$ cat src/rtl/multicycle_ctrl_fsm.sv
// Multi-cycle controller for the shared MIPS-subset datapath: sequences fetch,
// decode, execute, memory and writeback steps and counts retired instructions.
//
// state    | meaning
// IDLE     | parked after reset or bus error
// FETCH    | read instruction at PC, PC += 4
// DECODE   | decode op/func, precompute branch target
// EXEC_R   | ALU op on rs, rt
// WB_R     | write ALUOut to rd
// ADDR     | compute lw/sw effective address
// MEM_RD   | load data read
// WB_LW    | write MDR to rt
// MEM_WR   | store data write
// BRANCH   | compare rs, rt; take branch on zero
// EXEC_LUI | form imm << 16
// WB_LUI   | write ALUOut to rt
module multicycle_ctrl_fsm #(
  parameter int CNT_W      = 16,
  parameter int WAIT_LIMIT = 255
) (
  input  logic             clk,
  input  logic             rst_n,
  input  logic [5:0]       op,
  input  logic [5:0]       func,
  input  logic             zero,
  input  logic             mem_ready,
  output logic             pc_we,
  output logic             ir_we,
  output logic             iord,
  output logic             mem_read,
  output logic             mem_write,
  output logic             reg_write,
  output logic             reg_dst,
  output logic             mem_to_reg,
  output logic             alu_src_a,
  output logic [1:0]       alu_src_b,
  output logic [2:0]       alu_op,
  output logic             pc_src,
  output logic [3:0]       state,
  output logic             illegal,
  output logic             bus_err,
  output logic [CNT_W-1:0] retired
);

  localparam logic [3:0] S_IDLE     = 4'd0;
  localparam logic [3:0] S_FETCH    = 4'd1;
  localparam logic [3:0] S_DECODE   = 4'd2;
  localparam logic [3:0] S_EXEC_R   = 4'd3;
  localparam logic [3:0] S_WB_R     = 4'd4;
  localparam logic [3:0] S_ADDR     = 4'd5;
  localparam logic [3:0] S_MEM_RD   = 4'd6;
  localparam logic [3:0] S_WB_LW    = 4'd7;
  localparam logic [3:0] S_MEM_WR   = 4'd8;
  localparam logic [3:0] S_BRANCH   = 4'd9;
  localparam logic [3:0] S_EXEC_LUI = 4'd10;
  localparam logic [3:0] S_WB_LUI   = 4'd11;

  localparam logic [7:0] WAIT_RELOAD = 8'(WAIT_LIMIT - 1);

  logic [3:0]       state_q, state_d;
  logic [7:0]       wait_left;
  logic             is_store;
  logic             bus_err_q;
  logic [CNT_W-1:0] retired_q;

  logic op_r, op_lw, op_sw, op_beq, op_lui, func_ok, decode_ok;
  logic waiting, timeout, retire;

  assign op_r   = (op == 6'b000000);
  assign op_lw  = (op == 6'b100011);
  assign op_sw  = (op == 6'b101011);
  assign op_beq = (op == 6'b000100);
  assign op_lui = (op == 6'b001111);

  always_comb begin
    func_ok = 1'b0;
    case (func)
      6'b100000, 6'b100010, 6'b100100, 6'b100101, 6'b100110: func_ok = 1'b1;
      default: func_ok = 1'b0;
    endcase
  end

  assign decode_ok = (op_r && func_ok) || op_lw || op_sw || op_beq || op_lui;

  // Down-counter reloads on every state change; terminal count with no
  // mem_ready is the timeout, so a late mem_ready still wins the race.
  assign waiting = ((state_q == S_FETCH) || (state_q == S_MEM_RD) || (state_q == S_MEM_WR))
                   && !mem_ready;
  assign timeout = waiting && (wait_left == 8'd0);

  assign retire = (state_q == S_WB_R) || (state_q == S_WB_LW) || (state_q == S_BRANCH) ||
                  (state_q == S_WB_LUI) || ((state_q == S_MEM_WR) && mem_ready);

  always_comb begin
    state_d = state_q;
    case (state_q)
      S_IDLE:     state_d = bus_err_q ? S_IDLE : S_FETCH;
      S_FETCH:    if (mem_ready) state_d = S_DECODE; else if (timeout) state_d = S_IDLE;
      S_DECODE: begin
        if (op_r && func_ok)      state_d = S_EXEC_R;
        else if (op_lw || op_sw)  state_d = S_ADDR;
        else if (op_beq)          state_d = S_BRANCH;
        else if (op_lui)          state_d = S_EXEC_LUI;
        else                      state_d = S_FETCH;
      end
      S_EXEC_R:   state_d = S_WB_R;
      S_WB_R:     state_d = S_FETCH;
      S_ADDR:     state_d = is_store ? S_MEM_WR : S_MEM_RD;
      S_MEM_RD:   if (mem_ready) state_d = S_WB_LW; else if (timeout) state_d = S_IDLE;
      S_WB_LW:    state_d = S_FETCH;
      S_MEM_WR:   if (mem_ready) state_d = S_FETCH; else if (timeout) state_d = S_IDLE;
      S_BRANCH:   state_d = S_FETCH;
      S_EXEC_LUI: state_d = S_WB_LUI;
      S_WB_LUI:   state_d = S_FETCH;
      default:    state_d = S_IDLE;
    endcase
  end

  always_ff @(posedge clk or negedge rst_n) begin
    if (!rst_n) begin
      state_q   <= S_IDLE;
      wait_left <= 8'd0;
      is_store  <= 1'b0;
      bus_err_q <= 1'b0;
      retired_q <= '0;
    end else begin
      state_q <= state_d;
      if (state_d != state_q)
        wait_left <= WAIT_RELOAD;
      else if (waiting)
        wait_left <= wait_left - 8'd1;
      if (timeout)
        bus_err_q <= 1'b1;
      // op is only trusted in DECODE; ADDR steers on the latched store flag
      if (state_q == S_DECODE)
        is_store <= op_sw;
      if (retire)
        retired_q <= retired_q + CNT_W'(1);
    end
  end

  always_comb begin
    pc_we      = 1'b0;
    ir_we      = 1'b0;
    iord       = 1'b0;
    mem_read   = 1'b0;
    mem_write  = 1'b0;
    reg_write  = 1'b0;
    reg_dst    = 1'b0;
    mem_to_reg = 1'b0;
    alu_src_a  = 1'b0;
    alu_src_b  = 2'b00;
    alu_op     = 3'b000;
    pc_src     = 1'b0;
    illegal    = 1'b0;
    case (state_q)
      S_FETCH: begin
        mem_read  = 1'b1;
        alu_src_b = 2'b01;
        pc_we     = mem_ready;
        ir_we     = mem_ready;
      end
      S_DECODE: begin
        alu_src_b = 2'b11;
        illegal   = !decode_ok;
      end
      S_EXEC_R: begin
        alu_src_a = 1'b1;
        case (func)
          6'b100010: alu_op = 3'b001;
          6'b100100: alu_op = 3'b010;
          6'b100101: alu_op = 3'b011;
          6'b100110: alu_op = 3'b100;
          default:   alu_op = 3'b000;
        endcase
      end
      S_WB_R: begin
        reg_write = 1'b1;
        reg_dst   = 1'b1;
      end
      S_ADDR: begin
        alu_src_a = 1'b1;
        alu_src_b = 2'b10;
      end
      S_MEM_RD: begin
        mem_read = 1'b1;
        iord     = 1'b1;
      end
      S_WB_LW: begin
        reg_write  = 1'b1;
        mem_to_reg = 1'b1;
      end
      S_MEM_WR: begin
        mem_write = 1'b1;
        iord      = 1'b1;
      end
      S_BRANCH: begin
        alu_src_a = 1'b1;
        alu_op    = 3'b001;
        pc_src    = 1'b1;
        pc_we     = zero;
      end
      S_EXEC_LUI: begin
        alu_src_b = 2'b10;
        alu_op    = 3'b101;
      end
      S_WB_LUI:   reg_write = 1'b1;
      default: ;
    endcase
  end

  assign state   = state_q;
  assign bus_err = bus_err_q;
  assign retired = retired_q;

endmodule

$ cat config.mk
export PLATFORM = sky130hd
export DESIGN_NAME = multicycle_ctrl_fsm
export DESIGN_NICKNAME = d
export VERILOG_FILES = /design/src/rtl/multicycle_ctrl_fsm.sv
export SDC_FILE = /design/constraint.sdc
export NUM_CORES = 1
export LEC_CHECK = 0
export ABC_CLOCK_PERIOD_IN_PS = 1800
export CAP_MARGIN = 20
export CELL_PAD_IN_SITES_DETAIL_PLACEMENT = 0
export CELL_PAD_IN_SITES_GLOBAL_PLACEMENT = 2
export CORE_MARGIN = 2
export CORE_UTILIZATION = 26
export DETAILED_ROUTE_END_ITERATION = 8
export PLACE_DENSITY = 0.83
export RECOVER_POWER = 25
export SYNTH_ARGS = -nofsm -noshare
export SYNTH_HDL_FRONTEND = slang
export SYNTH_SLANG_ARGS = --single-unit
$ cat constraint.sdc
create_clock -name clk -period 1.8 [get_ports clk]
set_input_delay 0.27 -clock clk [delete_from_list [all_inputs] [get_ports clk]]
set_output_delay 0.27 -clock clk [all_outputs]
set_load 0.005 [all_outputs]
* Yosys cells after proc, flatten, opt, wreduce, memory -nomap -nowiden *
Cells that the tools add are included.
Widths: inputs -> output; s select.

word-level totals
  register bits = 30
  latch bits = 0
  bits in writable memories = 0
  bits in read-only memories = 0
  bits of input ports = 16
  logic and storage cells = 84
  memories kept = 0

operators by class
  $add $sub $neg = 2
  multipliers = 0
  divide/modulo/power cells = 0
  $lt $le $gt $ge = 0
  eq/ne operators = 21
  shift-type cells = 0
  multiplexer cells = 28
  bitwise gates (word level) = 0
  reductions and logical operators = 28

operators by type and width
  kind                   number
  $eq 6x6->1 const B     7
  $mux 4                 9
  $pmux 4 s9             1
  $add 16x1->16 const B  1
  $eq 4x3->1 const B     4
  $eq 4x4->1 const B     4
  $mux 8                 2
  $mux 1                 12
  $pmux 3 s4             1
  $logic_or 1x1->1       11
  $pmux 3 s3             1
  $eq 4x2->1 const B     2
  $logic_not 8->1        1
  $sub 8x1->8 const B    1
  $eq 6x3->1 const B     1
  $eq 6x4->1 const B     1
  $logic_not 6->1        1
  $pmux 2 s3             1
  $reduce_or 2->1        3
  $reduce_or 3->1        2
  $reduce_or 5->1        1
  $eq 4x1->1 const B     1
  $logic_and 1x1->1      4
  $logic_not 4->1        1
  other kinds (5)        6

* Longest topological paths before layout *
Gate-level depths: netlist of the first run.

  depth in word-level cells = 10
  gate-level depth with buffers = 7

* Worst setup path after synthesis of the first run *
OpenSTA, ideal clock, no wires.

  path kind = reg2reg
  start = reg state_q[2] (netlist: state[2])
  end = reg wait_left[0]
  library setup time = 0.068 ns
  arrival time = 1.888 ns
  required time = 1.732 ns
  slack = -0.156 ns
  stages on the path, launching flop included = 8
  buffers on the path = 1
  period minus slack after synthesis = 1.956 ns
  path through = dfrtp_1 > buf_6 > or4b_4 > inv_2 > o311ai_1 > a211o_1 > nand2_2 > and4_1

on the way
  longest elaborated chain between the ends = 10

RTL lines
  element                                      line          text
  from (decl)                                  60            logic [3:0] state_q, state_d;
  from (signal assigned)                       127           state_q <= state_d;
  $eq 4x1->1 or $eq 4x3->1 (tied branches)     87, 96
  $logic_or 1x1->1 (2 in series)               87            assign waiting = ((state_q == S_FETCH) || (state_q == S_MEM_RD) || (state_q == S_MEM_WR))
  $logic_and 1x1->1                            88            && !mem_ready;
  $logic_and 1x1->1                            89            assign timeout = waiting && (wait_left == 8'd0);
  $mux 4                                       98, 109, 111
  $mux 4 (on tied branches)                    111, 109, 98
  $pmux 4 s9                                   96            case (state_q)
  $ne 4x4->1                                   128           if (state_d != state_q)
  $mux 8 or $reduce_bool 2->1 (tied branches)  --
  to (signal assigned)                         131           wait_left <= wait_left - 8'd1;
  to (decl)                                    61            logic [7:0] wait_left;

Parallel ways exist; a longest one is shown, timed or not.
A chain may end at the register's enable or synchronous reset.

* Worst setup path in the final report of the first run *
  start = reg state_q[1] (netlist: state[1])
  end = out pc_we

on the way
  longest elaborated chain between the ends = 2

RTL lines
  element                                   line  text
  $eq 4x4->1 or $eq 4x1->1 (tied branches)  156   case (state_q)
  $pmux 1 s2 (*)                            156
  to (decl)                                 27    output logic pc_we,

Every way passes the cells marked *; elsewhere a longest branch is shown, timed or not.

==> results of run 1 <==
-- logic make-up (layout without fill, tap and decap cells) --
| family | after synthesis | after routing | synth area share, % |
|---|---|---|---|
| xor gates and xnor gates | 24 | 24 | 10.6 |
| DFF | 30 | 30 | 38.0 |
| muxes | 2 | 2 | 1.08 |
| and+or+nand+nor | 105 | 105 | 28.5 |
| buffers and inverters | 21 | 179 | 4.62 |
| AOI/OAI and AO/OA | 40 | 40 | 15.3 |
| adders and majority gates | 3 | 3 | 1.90 |
-- synth_stat cells, drive strengths merged, types with 2 or more instances --
cell | number | area, sq um
or4 | 2 | 15.0
nor2 | 26 | 97.6
and2 | 2 | 12.5
a311oi | 3 | 32.5
nand2b | 5 | 31.3
o22ai | 3 | 18.8
xor2 | 18 | 158
a21oi | 10 | 50.1
a21o | 2 | 15.0
nand2 | 22 | 85.1
and4 | 2 | 17.5
ha | 3 | 37.5
inv | 11 | 41.3
and3 | 2 | 12.5
xnor2 | 6 | 52.6
o221ai | 2 | 17.5
nand4 | 10 | 62.6
o21ai | 4 | 20.0
o22a | 2 | 17.5
or4b | 4 | 47.6
nand3 | 9 | 45.0
clkbuf | 6 | 23.8
nor4 | 3 | 18.8
nor3b | 2 | 15.0
o2111ai | 3 | 26.3
o41ai | 2 | 17.5
nor2b | 2 | 12.5
nor3 | 7 | 35.0
buf | 4 | 26.3
dfrtp | 30 | 751
or3 | 2 | 12.5
-- worst max-delay path: stages (launching register included) --
cell,delay (ns)
sky130_fd_sc_hd__dfrtp_1,0.41
sky130_fd_sc_hd__buf_6,0.14
sky130_fd_sc_hd__or4b_4,0.53
sky130_fd_sc_hd__buf_4,0.15
sky130_fd_sc_hd__buf_6,0.11
sky130_fd_sc_hd__nor2_4,0.09
sky130_fd_sc_hd__a21o_1,0.09
sky130_fd_sc_hd__buf_2,0.10
-- flip-flops by register name, summed over array words and instances, names as in the netlist --
name       flops
state          4
retired       16
bus_err        1
wait_left      8
is_store       1
-- per-layer routing --
| layer | wire, um | share of wire [%] | GRT usage [%] |
|---|---|---|---|
| met1 | 3170 | 44 | 22.6 |
| met2 | 3570 | 50 | 26.4 |
| met3 | 351 | 4.9 | 4.15 |
| met4 | 111 | 1.5 | 4.42 |
| met5 | 0 | 0 | 0 |
-- what timing repair did --
item,CTS,global route
gates cloned,0,0
endpoints found under the setup margin,43,43
buffers inserted,26,16
pin swaps,32,42
gates resized for setup,117,81
-- through the flow --
stage                     util, %  instances  setup TNS, ns
after floorplan                 -        225         -0.808
after global placement       42.6        434         -11.75
after detailed placement     42.6        434         -11.15
after CTS                    49.5        468          -4.21
after global routing         55.3        482          -8.77
final                        55.3        482          -6.48
-- cell type report --
class | instances | area (sq um)
fillers | 666 | 3260
clock inverters | 1 | 5.00
clock buffers | 7 | 86.3
well taps | 99 | 124
inverters | 11 | 41.3
flip-flops and latches | 30 | 754
repair buffers | 160 | 1420
multi-input cells | 174 | 1600
-- final timing paths --
path / startpoint / end / slack [ns] / depth (start not counted)
min: retired[15] / retired[15] / 0.47 / 1
max in group asynchronous: rst_n / state[0] / 0.69 / 2
max: state[1] / pc_we / -0.37 / 7
min reg2reg: retired[15] / retired[15] / 0.47 / 1
min in group asynchronous: rst_n / retired[8] / 0.58 / 2
max reg2reg: state[1] / wait_left[6] / -0.36 / 8
-- where the power goes --
group	leakage [nW]	switching, mW	total (mW)	internal, mW
Clock	0.0482	0.259	0.567	0.308
Sequential	0.359	0.165	0.955	0.790
Combinational	1.41	1.47	3.37	1.90
==> impl_metrics.prom, run 1 <==
# TYPE chip_impl_metric gauge
chip_impl_metric{name="grt_first_pass_wirelength",unit="um"} 11200
chip_impl_metric{name="number_of_design_rule_violations_left_after_detail_routing",unit=""} 0
chip_impl_metric{name="critical_path.max_fanout",unit=""} 5
chip_impl_metric{name="syn_nets",unit=""} 244
chip_impl_metric{name="max-cap-violations",unit=""} 0
chip_impl_metric{name="gp_routability_congestion",unit=""} 0.841
chip_impl_metric{name="yosysWarningCount",unit=""} 0
chip_impl_info{name="most_common_cell_after_layout_fill_and_taps_aside",value="sky130_fd_sc_hd__buf_4"} 1
chip_impl_info{name="rsz0062_at_grt",value="yes"} 1
chip_impl_metric{name="power.density_cell_area",unit="mW/mm^2"} 1210
chip_impl_info{name="clock-root-buffer",value="sky130_fd_sc_hd__clkbuf_8"} 1
chip_impl_info{name="most-common-layout-cells",value="72 x sky130_fd_sc_hd__buf_4, 32 x sky130_fd_sc_hd__buf_6, 29 x sky130_fd_sc_hd__clkdlybuf4s50_1"} 1
chip_impl_metric{name="ios",unit=""} 53
chip_impl_info{name="min_path_type",value="flop to flop"} 1
chip_impl_metric{name="synthesis.area_per_instance",unit="sq um"} 8.79
chip_impl_metric{name="track_usage",unit="%"} 16.6
chip_impl_info{name="setup.worst_path.start_class",value="flop"} 1
chip_impl_metric{name="transition_time_at_the_pin_with_the_least_slew_margin",unit="ns"} 0.761
chip_impl_metric{name="report.final.setup_viol",unit=""} 36
chip_impl_metric{name="globalRouteOverflowTotal",unit=""} 0
chip_impl_metric{name="final_hold_viol_count",unit=""} 0
chip_impl_metric{name="hold_slack",unit="ns"} 0.466
chip_impl_metric{name="dp.final_hpwl",unit="um"} 4570
chip_impl_metric{name="route.final.wire_length",unit="um"} 7210
chip_impl_info{name="tritoncts",value="done"} 1
chip_impl_metric{name="netlist_instances",unit=""} 225
chip_impl_metric{name="vias",unit=""} 2355
chip_impl_metric{name="core_area",unit="sq mm"} 0.00729
chip_impl_info{name="setup.worst_path.class",value="flop to primary output"} 1
chip_impl_metric{name="fp.dieW",unit="um"} 91.2
chip_impl_metric{name="fmax",unit="MHz"} 462
chip_impl_metric{name="synth.cell_area",unit="sq mm"} 0.00198
chip_impl_metric{name="antenna_left",unit=""} 0
chip_impl_metric{name="fin_total_pwr",unit="mW"} 4.89
chip_impl_metric{name="cts.hold.buffers_added",unit=""} 0
chip_impl_metric{name="layout-area-overhead-vs-synth",unit="%"} 104
chip_impl_info{name="run_status",value="complete, but fails checks"} 1
chip_impl_metric{name="period_needed",unit="ns"} 2.17
chip_impl_metric{name="postPlaceCellArea",unit="sq mm"} 0.00311
chip_impl_metric{name="synth-edff-count",unit=""} 0
chip_impl_metric{name="wl_per_cell",unit="um"} 15.0
chip_impl_info{name="yosys_most_used_dff",value="sky130_fd_sc_hd__dfrtp_1"} 1
chip_impl_metric{name="initial_cell_density_of_the_core",unit="%"} 27.1
chip_impl_metric{name="slew_headroom",unit="%"} 49.3
chip_impl_metric{name="critPathRequiredTime",unit="ns"} 1.53
chip_impl_metric{name="numCtsBuffers",unit=""} 5
chip_impl_metric{name="antennaDiodeCount",unit=""} 0
chip_impl_metric{name="ir_drop",unit="V"} 0.000810
chip_impl_metric{name="timing.final.ws_setup",unit="ns"} -0.367
chip_impl_metric{name="first_iter_violations",unit=""} 142
chip_impl_metric{name="final_slew_violations",unit=""} 0
chip_impl_metric{name="port-buffer-count",unit=""} 52
chip_impl_metric{name="nNetsFinal",unit=""} 401
chip_impl_metric{name="tritoncts_num_sinks",unit=""} 30
chip_impl_metric{name="final_min_period_over_clock_period",unit="%"} 120
chip_impl_metric{name="grt_start_max_net_pins",unit=""} 31
chip_impl_metric{name="cts_max_path_buffers",unit=""} 2
chip_impl_metric{name="fp.dieArea",unit="sq mm"} 0.00832
chip_impl_metric{name="clkTransAtPathRegs",unit="ns"} 0.07
chip_impl_metric{name="worstPathArrival",unit="ns"} 1.90
chip_impl_metric{name="grt_antenna_before_repair",unit=""} 0
chip_impl_metric{name="post_placement_setup_slack",unit="ns"} -0.838
chip_impl_metric{name="dr.pass1.iters",unit=""} 5
chip_impl_metric{name="htreeDepth",unit=""} 2
chip_impl_info{name="worst_setup_path_end_kind",value="primary output"} 1
chip_impl_metric{name="design_area",unit="sq mm"} 0.00404
chip_impl_metric{name="synth_seq_cells",unit=""} 30
chip_impl_metric{name="clock-skew-final",unit="ns"} 0.00468
chip_impl_metric{name="cell_rows",unit=""} 31
chip_impl_metric{name="post_route_cells_drive_above_1_share",unit="%"} 51.4
chip_impl_info{name="failed_checks",value="setup timing"} 1
chip_impl_metric{name="clock_insertion_delay_worst_skew",unit="ns"} 0.29
chip_impl_metric{name="synth.lib_cells_used.distinct",unit=""} 53
chip_impl_metric{name="leakage",unit="nW"} 1.81
chip_impl_metric{name="routed_via_density",unit=""} 4.89
chip_impl_metric{name="chipHeight",unit="um"} 91.2
chip_impl_metric{name="postSynth.asyncResetShare",unit="%"} 100
chip_impl_metric{name="via_count_of_the_first_global_routing_pass",unit=""} 2281
chip_impl_metric{name="fraction_of_the_yosys_area_taken_by_sequential_cells",unit="%"} 38.0
No activity file was read; power rests on OpenSTA's default activity.
==> inputs of run 2 (changes only) <==
Settings changed: CTS_CLUSTER_SIZE from default to 20.
==> results of run 2 <==
The final DEF is identical to that of run 1; final timing and power are the same.
==> inputs of run 3 (changes only) <==
Settings changed: SLEW_MARGIN from default to 20.
==> results of run 3 <==
The final DEF is identical to that of run 1; final timing and power are the same.
